File: src/rtl/lcd_cmd_seq_if.sv
// Bus bundle between the CPU-side request port, the sequencer and lcd_ctrl.
// The slave modport is the sequencer's view; the master modport is the
// environment's view (upstream requester plus downstream lcd_ctrl).
interface lcd_cmd_seq_if;
    logic       i_req_vld;
    logic       o_req_rdy;
    logic       i_req_rs;
    logic [7:0] i_req_data;
    logic       o_init_done;
    logic       o_vld;
    logic       i_rdy;
    logic [7:0] o_LCD_DATA;
    logic       o_LCD_RS;
    logic       o_LCD_RW;
    logic       o_LCD_ON;

    modport slave (
        input  i_req_vld,
        input  i_req_rs,
        input  i_req_data,
        input  i_rdy,
        output o_req_rdy,
        output o_init_done,
        output o_vld,
        output o_LCD_DATA,
        output o_LCD_RS,
        output o_LCD_RW,
        output o_LCD_ON
    );

    modport master (
        output i_req_vld,
        output i_req_rs,
        output i_req_data,
        output i_rdy,
        input  o_req_rdy,
        input  o_init_done,
        input  o_vld,
        input  o_LCD_DATA,
        input  o_LCD_RS,
        input  o_LCD_RW,
        input  o_LCD_ON
    );
endinterface

File: src/rtl/lcd_cmd_seq.sv
// Command sequencer in front of lcd_ctrl. Waits out the LCD power-up time,
// plays a fixed four-command init sequence, then forwards CPU requests one
// at a time, spacing every write by the LCD execution time of the command
// just issued (the busy flag is never read, so RW is tied low).
module lcd_cmd_seq #(
    parameter int         T_PERIOD_NS = 20,
    parameter int         T_PWRUP_NS  = 40000000,
    parameter int         T_CMD_NS    = 40000,
    parameter int         T_CLR_NS    = 1600000,
    parameter logic [7:0] INIT_FN     = 8'h38,
    parameter logic [7:0] INIT_DISP   = 8'h0C,
    parameter logic [7:0] INIT_CLR    = 8'h01,
    parameter logic [7:0] INIT_ENTRY  = 8'h06
) (
    input  logic         i_clk,
    input  logic         i_rst_n,
    lcd_cmd_seq_if.slave bus
);

    // Delays in clock cycles; a zero result would make a wait vanish, so clamp to 1
    localparam int C_PWRUP_RAW = T_PWRUP_NS / T_PERIOD_NS;
    localparam int C_CMD_RAW   = T_CMD_NS / T_PERIOD_NS;
    localparam int C_CLR_RAW   = T_CLR_NS / T_PERIOD_NS;
    localparam int C_PWRUP     = (C_PWRUP_RAW < 1) ? 1 : C_PWRUP_RAW;
    localparam int C_CMD       = (C_CMD_RAW < 1) ? 1 : C_CMD_RAW;
    localparam int C_CLR       = (C_CLR_RAW < 1) ? 1 : C_CLR_RAW;
    localparam int C_MAX_A     = (C_PWRUP > C_CMD) ? C_PWRUP : C_CMD;
    localparam int C_MAX       = (C_MAX_A > C_CLR) ? C_MAX_A : C_CLR;
    localparam int CNT_W       = $clog2(C_MAX + 1);

    // Counter terminal values: the counter restarts at 0, so a wait of N
    // cycles ends on the edge where the counter already holds N-1
    localparam logic [CNT_W-1:0] L_PWRUP_END = CNT_W'(C_PWRUP - 1);
    localparam logic [CNT_W-1:0] L_CMD_END   = CNT_W'(C_CMD - 1);
    localparam logic [CNT_W-1:0] L_CLR_END   = CNT_W'(C_CLR - 1);

    typedef enum logic [1:0] {
        S_PWRUP,
        S_ISSUE,
        S_WAIT,
        S_IDLE
    } state_t;

    state_t           r_state;
    logic [CNT_W-1:0] r_cnt;
    logic [1:0]       r_idx;
    logic             r_vld;
    logic             r_reqRdy;
    logic             r_initDone;
    logic [7:0]       r_data;
    logic             r_rs;
    logic             r_on;
    logic             w_slowCmd;
    logic             w_waitEnd;

    // Init sequence ROM, indexed by position in the sequence
    function automatic logic [7:0] initByte(input logic [1:0] idx);
        case (idx)
            2'd0:    initByte = INIT_FN;
            2'd1:    initByte = INIT_DISP;
            2'd2:    initByte = INIT_CLR;
            default: initByte = INIT_ENTRY;
        endcase
    endfunction

    // Clear and return-home need the long execution delay; everything else the short one
    always_comb begin
        w_slowCmd = 1'b0;
        w_waitEnd = 1'b0;
        if (!r_rs && (r_data == 8'h01 || r_data == 8'h02 || r_data == 8'h03)) begin
            w_slowCmd = 1'b1;
        end
        w_waitEnd = (r_cnt == (w_slowCmd ? L_CLR_END : L_CMD_END));
    end

    // Sequencer FSM; every output comes straight from a register
    always_ff @(posedge i_clk) begin
        if (!i_rst_n) begin
            r_state    <= S_PWRUP;
            r_cnt      <= '0;
            r_idx      <= 2'd0;
            r_vld      <= 1'b0;
            r_reqRdy   <= 1'b0;
            r_initDone <= 1'b0;
            r_data     <= 8'h00;
            r_rs       <= 1'b0;
            r_on       <= 1'b0;
        end else begin
            case (r_state)
                S_PWRUP: begin
                    if (r_cnt == L_PWRUP_END) begin
                        r_cnt   <= '0;
                        r_on    <= 1'b1;
                        r_data  <= INIT_FN;
                        r_rs    <= 1'b0;
                        r_vld   <= 1'b1;
                        r_idx   <= 2'd0;
                        r_state <= S_ISSUE;
                    end else begin
                        r_cnt <= r_cnt + 1'b1;
                    end
                end
                S_ISSUE: begin
                    if (r_vld && bus.i_rdy) begin
                        r_vld   <= 1'b0;
                        r_cnt   <= '0;
                        r_state <= S_WAIT;
                    end
                end
                S_WAIT: begin
                    if (w_waitEnd) begin
                        r_cnt <= '0;
                        if (!r_initDone && r_idx != 2'd3) begin
                            r_idx   <= r_idx + 2'd1;
                            r_data  <= initByte(r_idx + 2'd1);
                            r_rs    <= 1'b0;
                            r_vld   <= 1'b1;
                            r_state <= S_ISSUE;
                        end else begin
                            r_initDone <= 1'b1;
                            r_reqRdy   <= 1'b1;
                            r_state    <= S_IDLE;
                        end
                    end else begin
                        r_cnt <= r_cnt + 1'b1;
                    end
                end
                S_IDLE: begin
                    if (bus.i_req_vld && r_reqRdy) begin
                        r_data   <= bus.i_req_data;
                        r_rs     <= bus.i_req_rs;
                        r_reqRdy <= 1'b0;
                        r_vld    <= 1'b1;
                        r_state  <= S_ISSUE;
                    end
                end
                default: begin
                    r_state <= S_PWRUP;
                end
            endcase
        end
    end

    assign bus.o_vld       = r_vld;
    assign bus.o_req_rdy   = r_reqRdy;
    assign bus.o_init_done = r_initDone;
    assign bus.o_LCD_DATA  = r_data;
    assign bus.o_LCD_RS    = r_rs;
    assign bus.o_LCD_RW    = 1'b0;
    assign bus.o_LCD_ON    = r_on;

endmodule

File: src/flat_wrapper.sv
// flat-port wrapper written by rule: the top's interface ports become plain ports
module lcd_cmd_seq_flat 
#(
    parameter int         T_PERIOD_NS = 20,
    parameter int         T_PWRUP_NS  = 40000000,
    parameter int         T_CMD_NS    = 40000,
    parameter int         T_CLR_NS    = 1600000,
    parameter logic [7:0] INIT_FN     = 8'h38,
    parameter logic [7:0] INIT_DISP   = 8'h0C,
    parameter logic [7:0] INIT_CLR    = 8'h01,
    parameter logic [7:0] INIT_ENTRY  = 8'h06
)
  (i_clk, i_rst_n, bus_i_req_vld, bus_i_req_rs, bus_i_req_data, bus_i_rdy, bus_o_req_rdy, bus_o_init_done, bus_o_vld, bus_o_LCD_DATA, bus_o_LCD_RS, bus_o_LCD_RW, bus_o_LCD_ON);
  lcd_cmd_seq_if bus_i ();
  input  logic i_clk;
  input  logic i_rst_n;
  input wire logic [$bits(bus_i.i_req_vld)-1:0] bus_i_req_vld;
  input wire logic [$bits(bus_i.i_req_rs)-1:0] bus_i_req_rs;
  input wire logic [$bits(bus_i.i_req_data)-1:0] bus_i_req_data;
  input wire logic [$bits(bus_i.i_rdy)-1:0] bus_i_rdy;
  output wire logic [$bits(bus_i.o_req_rdy)-1:0] bus_o_req_rdy;
  output wire logic [$bits(bus_i.o_init_done)-1:0] bus_o_init_done;
  output wire logic [$bits(bus_i.o_vld)-1:0] bus_o_vld;
  output wire logic [$bits(bus_i.o_LCD_DATA)-1:0] bus_o_LCD_DATA;
  output wire logic [$bits(bus_i.o_LCD_RS)-1:0] bus_o_LCD_RS;
  output wire logic [$bits(bus_i.o_LCD_RW)-1:0] bus_o_LCD_RW;
  output wire logic [$bits(bus_i.o_LCD_ON)-1:0] bus_o_LCD_ON;
  assign bus_i.i_req_vld = bus_i_req_vld;
  assign bus_i.i_req_rs = bus_i_req_rs;
  assign bus_i.i_req_data = bus_i_req_data;
  assign bus_i.i_rdy = bus_i_rdy;
  assign bus_o_req_rdy = bus_i.o_req_rdy;
  assign bus_o_init_done = bus_i.o_init_done;
  assign bus_o_vld = bus_i.o_vld;
  assign bus_o_LCD_DATA = bus_i.o_LCD_DATA;
  assign bus_o_LCD_RS = bus_i.o_LCD_RS;
  assign bus_o_LCD_RW = bus_i.o_LCD_RW;
  assign bus_o_LCD_ON = bus_i.o_LCD_ON;
  lcd_cmd_seq #(.T_PERIOD_NS(T_PERIOD_NS), .T_PWRUP_NS(T_PWRUP_NS), .T_CMD_NS(T_CMD_NS), .T_CLR_NS(T_CLR_NS), .INIT_FN(INIT_FN), .INIT_DISP(INIT_DISP), .INIT_CLR(INIT_CLR), .INIT_ENTRY(INIT_ENTRY)) u_core (.i_clk(i_clk), .i_rst_n(i_rst_n), .bus(bus_i));
endmodule
File: config.mk
export PLATFORM = sky130hd
export DESIGN_NAME = lcd_cmd_seq_flat
export DESIGN_NICKNAME = d
export VERILOG_FILES = /design/src/rtl/lcd_cmd_seq_if.sv /design/src/rtl/lcd_cmd_seq.sv /design/src/flat_wrapper.sv
export SDC_FILE = /design/constraint.sdc
export NUM_CORES = 1
export LEC_CHECK = 0
export BUFFER_PORTS_ARGS = -buffer_cell sky130_fd_sc_hd__buf_2
export CAP_MARGIN = 20
export CORE_ASPECT_RATIO = 0.9
export CORE_UTILIZATION = 62
export CTS_CLUSTER_DIAMETER = 100
export CTS_CLUSTER_SIZE = 10
export DETAILED_ROUTE_END_ITERATION = 10
export GPL_TIMING_DRIVEN = 0
export PLACE_DENSITY = 0.85
export SLEW_MARGIN = 20
export SYNTH_ARGS = -nofsm -noshare
export SYNTH_HDL_FRONTEND = slang
export SYNTH_SLANG_ARGS = --single-unit
File: constraint.sdc
create_clock -name i_clk -period 6.05 [get_ports i_clk]
set_input_delay 1.21 -clock i_clk [delete_from_list [all_inputs] [get_ports i_clk]]
set_output_delay 1.21 -clock i_clk [all_outputs]
set_load 0.02 [all_outputs]
# After elaboration in Yosys (flattened, before gate mapping)
# Cells that the tools add are included.
# totals
ff_bits	38
output_inout_bits	14
word_cells	88
# op_classes
n_addsub	2
eq_ne	17
n_mux	37
n_bitwise	1
n_reduce_logical	22
# ops
operator	n
21-bit two-way mux	3
21-bit one-hot mux with 3 select lines	1
8-bit two-way mux	4
8-bit one-hot mux with 3 select lines	1
21-bit by 1-bit adder with 21-bit output, second input constant	1
21-bit equality test	1
21-bit equality test, second input constant	1
6-bit one-hot mux with 3 select lines	1
17-bit two-way mux	1
8-bit by 2-bit equality test with 1-bit output, second input constant	2
2-bit two-way mux	8
1-bit two-way mux	13
4-bit AND reduction	3
2-bit by 1-bit != test with 1-bit output, second input constant	5
5-bit AND reduction	2
8-bit by 1-bit equality test with 1-bit output, second input constant	1
2-bit one-hot mux with 4 select lines	1
2-bit equality test, second input constant	3
3-bit nonzero test	2
2-bit by 1-bit equality test with 1-bit output, second input constant	2
1-bit logical AND	4
2-bit zero test	2
2-bit != test, second input constant	2
1-bit one-hot mux with 4 select lines	1
10 further kinds	14

# Logic depth before layout (Yosys ltp)
# logic_depth
word_depth	9
depth_mapped	10
mapped_depth_nobuf	8

# Least setup slack after synthesis
# No wires, ideal clock.
# synth_path
kind	input to register
start	input port i_rst_n
end	register u_core.r_cnt[3]
setup_ns	0.072
arrival_time_ns	2.436
required_ns	5.978
slack_ns	3.543
cell_stages	6
n_path_buf	2
path_cell_list	clkbuf_1 > nand3b_1 > and2_1 > buf_4 > or3_1 > mux2i_1
# synth_lines
item	line	text
start: declaration	flat_wrapper.sv:16	input logic i_rst_n;
end signal: assignment	lcd_cmd_seq.sv:100	r_cnt <= r_cnt + 1'b1;
end signal: assignment	lcd_cmd_seq.sv:125	r_cnt <= r_cnt + 1'b1;
end: declaration	lcd_cmd_seq.sv:45	logic [CNT_W-1:0] r_cnt;

==> impl_metrics.env <==
export IMPL_ir_drop_mv=0.225
export IMPL_die_area_um2=3660
export IMPL_async_flop_share_pct=0
export IMPL_final_design_area_no_fill_um2=2430
export IMPL_nets=315
export IMPL_yosysSeqAreaShare_pct=35.9
export IMPL_worst_slack_ns=3.16
export IMPL_cts_resized=0
export IMPL_status="completed"
export IMPL_maxCapViolCount=0
export IMPL_cts_buffers=5
export IMPL_num_rows=19
export IMPL_synthMuxAreaShare_pct=2.36
export IMPL_cts_tree="built"
export IMPL_critPathKind="input port to flip-flop"
export IMPL_area_growth_synth_to_final_pct=14.9
export IMPL_critical_path_buf_inv_count=2
export IMPL_num_io_pins=27
export IMPL_antenna_cells=0
export IMPL_ys_types=47
export IMPL_drc=0
export IMPL_dr_pass1_iters=5
export IMPL_drive_above_1_share_pct=14.7
export IMPL_crit_family="simple AND/OR/NAND/NOR gates"
export IMPL_required_ns=6.23
export IMPL_synth_area_um2=2120
export IMPL_htreeDepth=2
export IMPL_insertion_delay_ns=0.31
export IMPL_cts_root_buf="clkbuf_8"
export IMPL_setup_worst_path_end_class="flip-flop"
export IMPL_dp_cells=327
export IMPL_fmax_mhz=346
export IMPL_worst_pin_slew_ns=0.867
export IMPL_grt_usage_pct=30.5
export IMPL_final_max_slew_violation_count=0
export IMPL_crit_fanout=10
export IMPL_place_area_um2=2300
export IMPL_fin_tns_setup_ns=0
export IMPL_chipWidth_um=63.6
export IMPL_p_leak_nw=0.965
export IMPL_ys_ff_latch=38
export IMPL_fin_skew_ns=0.0143
export IMPL_period_share_pct=47.8
export IMPL_finalHoldViolations=0
export IMPL_clock_path_buffers=2
export IMPL_fin_cells=335
export IMPL_detailedPlace_worstSlack_ns=2.97
export IMPL_grt_pass1_wl_um=8690
export IMPL_final_cell_mix="dfxtp_1 (38), nand2_1 (34), nor2_1 (27)"
export IMPL_synth_compound_area_share_pct=27.2
export IMPL_crit_top_cell="nand2_1"
export IMPL_fin_crit_ns=2.89
export IMPL_hp_class="flip-flop to flip-flop"
export IMPL_coreArea_um2=3160
export IMPL_grt_max_degree=14
export IMPL_synth_edf_count=0
export IMPL_synth_top_family_by_area="compound AO/OA/AOI/OAI gates"
export IMPL_cp_cell_sequence="buf_2 -> clkbuf_1 -> nand3b_1 -> nand2_1 -> nand2_1 -> o41ai_1"
export IMPL_place_hpwl_um=3670
export IMPL_vias=2104
export IMPL_grt_pass1_vias=1802
export IMPL_antenna_found_initial=0
export IMPL_p_total_uw=542
export IMPL_worst_setup_path_start_kind="input port"
export IMPL_synth_main_ff_cell="dfxtp_1"
export IMPL_post_cts_repair_setup_buffers=0
export IMPL_fin_hold_ws_ns=0.488
export IMPL_rsz0062_at_grt="false"
export IMPL_synth_simple_area_share_pct=24.0
export IMPL_p_per_area_nw_per_um2=222
export IMPL_slew_headroom_pct=41.7
export IMPL_grt_overflow_total=0
export IMPL_initial_core_util_pct=67.0
export IMPL_synth_xor_area_share_pct=0
export IMPL_yosys_area_share_adder_pct=5.90
export IMPL_synth_avg_cell_area_um2=8.15
export IMPL_path_clk_slew_ns=0.08
export IMPL_ys_warn_count=0
export IMPL_io_buffers=25
export IMPL_synthCells=260
export IMPL_slowest_delay_ns=0.46
export IMPL_fin_util_pct=77.0
export IMPL_gp_congestion=0.936
export IMPL_routed_wl_um=5300
export IMPL_cts_sinks=38
export IMPL_cp_arrival_ns=3.07
export IMPL_die_h_um=57.5
export IMPL_detail_route_antenna_nets=0
export IMPL_cts_hold_buf=0
export IMPL_synth_nets=283
export IMPL_avgViaCountPerCell=6.28
export IMPL_drtIter0Drc=300
export IMPL_final_common_cell="dfxtp_1"
export IMPL_setup_viol=0
export IMPL_detail_route_wl_per_cell_um=15.8
export IMPL_slowest_stage="o41ai_1"
==> tightest hold or removal path, stage by stage (launching register included) <==
cell,delay [ns]
dfxtp_1,0.33
nand2_1,0.06
o21ai_0,0.06
==> registers in the layout, summed over array words and instances (netlist names) <==
register                count
u_core.bus.o_init_done      1
u_core.bus.o_LCD_ON         1
u_core.r_cnt               21
u_core.r_idx                2
u_core.bus.o_req_rdy        1
u_core.bus.o_LCD_DATA       8
u_core.bus.o_LCD_RS         1
u_core.r_state              2
u_core.bus.o_vld            1
==> final cells by class <==
class	instances	area (µm²)
clock buffer	5	68.8
tap	42	52.6
multi-input combinational	203	1260
inverter	8	30.0
timing repair buffer	25	125
fill	235	727
sequential	38	761
buffer	11	65.1
clock inverter	3	68.8
==> report_power, final <==
group	internal, mW	switching (mW)
sequential	0.252	0.00186
combinational	0.00876	0.0132
clock	0.165	0.101
total	0.426	0.116
==> worst paths after layout <==
check / startpoint / endpoint / slack (ns) / cells after the start
setup / recovery: i_rst_n / u_core.r_cnt[19] / 3.16 / 6
hold / removal: u_core.bus.o_LCD_RS / u_core.bus.o_LCD_RS / 0.49 / 2
setup reg to reg: u_core.r_cnt[10] / u_core.r_cnt[19] / 3.44 / 7
hold reg to reg: u_core.bus.o_LCD_RS / u_core.bus.o_LCD_RS / 0.49 / 2
==> metal layers <==
| layer | global-route usage, % | vias to the layer above | share of wire (%) |
|---|---|---|---|
| met2 | 46.8 | 120 | 43 |
| met5 | 0 | - | 0 |
| li1 | - | 1023 | - |
| met3 | 7.80 | 11 | 9.4 |
| met4 | 8.77 | 0 | 1.3 |
| met1 | 42.4 | 950 | 46 |
==> cells in the mapped netlist, types with 2 or more instances <==
cell type | n | area, µm²
mux2i_1 | 5 | 50.1
nor2_1 | 27 | 101
o21ai_0 | 18 | 90.1
a21oi_1 | 8 | 40.0
nand2_1 | 34 | 128
o211ai_1 | 2 | 15.0
nor4b_1 | 2 | 17.5
nor4_1 | 4 | 25.0
ha_1 | 10 | 125
a211oi_1 | 5 | 37.5
a31oi_1 | 3 | 18.8
buf_4 | 4 | 30.0
a2bb2oi_1 | 3 | 26.3
nand3_1 | 13 | 65.1
nor3_1 | 6 | 30.0
clkbuf_1 | 5 | 18.8
nand4_1 | 6 | 37.5
and2_1 | 2 | 12.5
a21boi_0 | 3 | 22.5
o21ai_1 | 2 | 10.0
dfxtp_1 | 38 | 761
o21a_1 | 3 | 22.5
o211a_1 | 3 | 30.0
o31ai_1 | 6 | 45.0
a21o_1 | 3 | 22.5
and3_1 | 2 | 12.5
nor2b_1 | 3 | 18.8
inv_1 | 8 | 30.0
a32o_1 | 2 | 20.0
a22oi_1 | 5 | 37.5
a22o_1 | 9 | 78.8
==> cell families after synthesis <==
kind of cell | count (synthesis)
AOI/OAI and AO/OA | 80
adders and majority gates | 10
buffers and inverters | 19
DFF | 38
muxes | 5
other | 1
and+or+nand+nor | 107
Power figures use the tool's default switching activity.
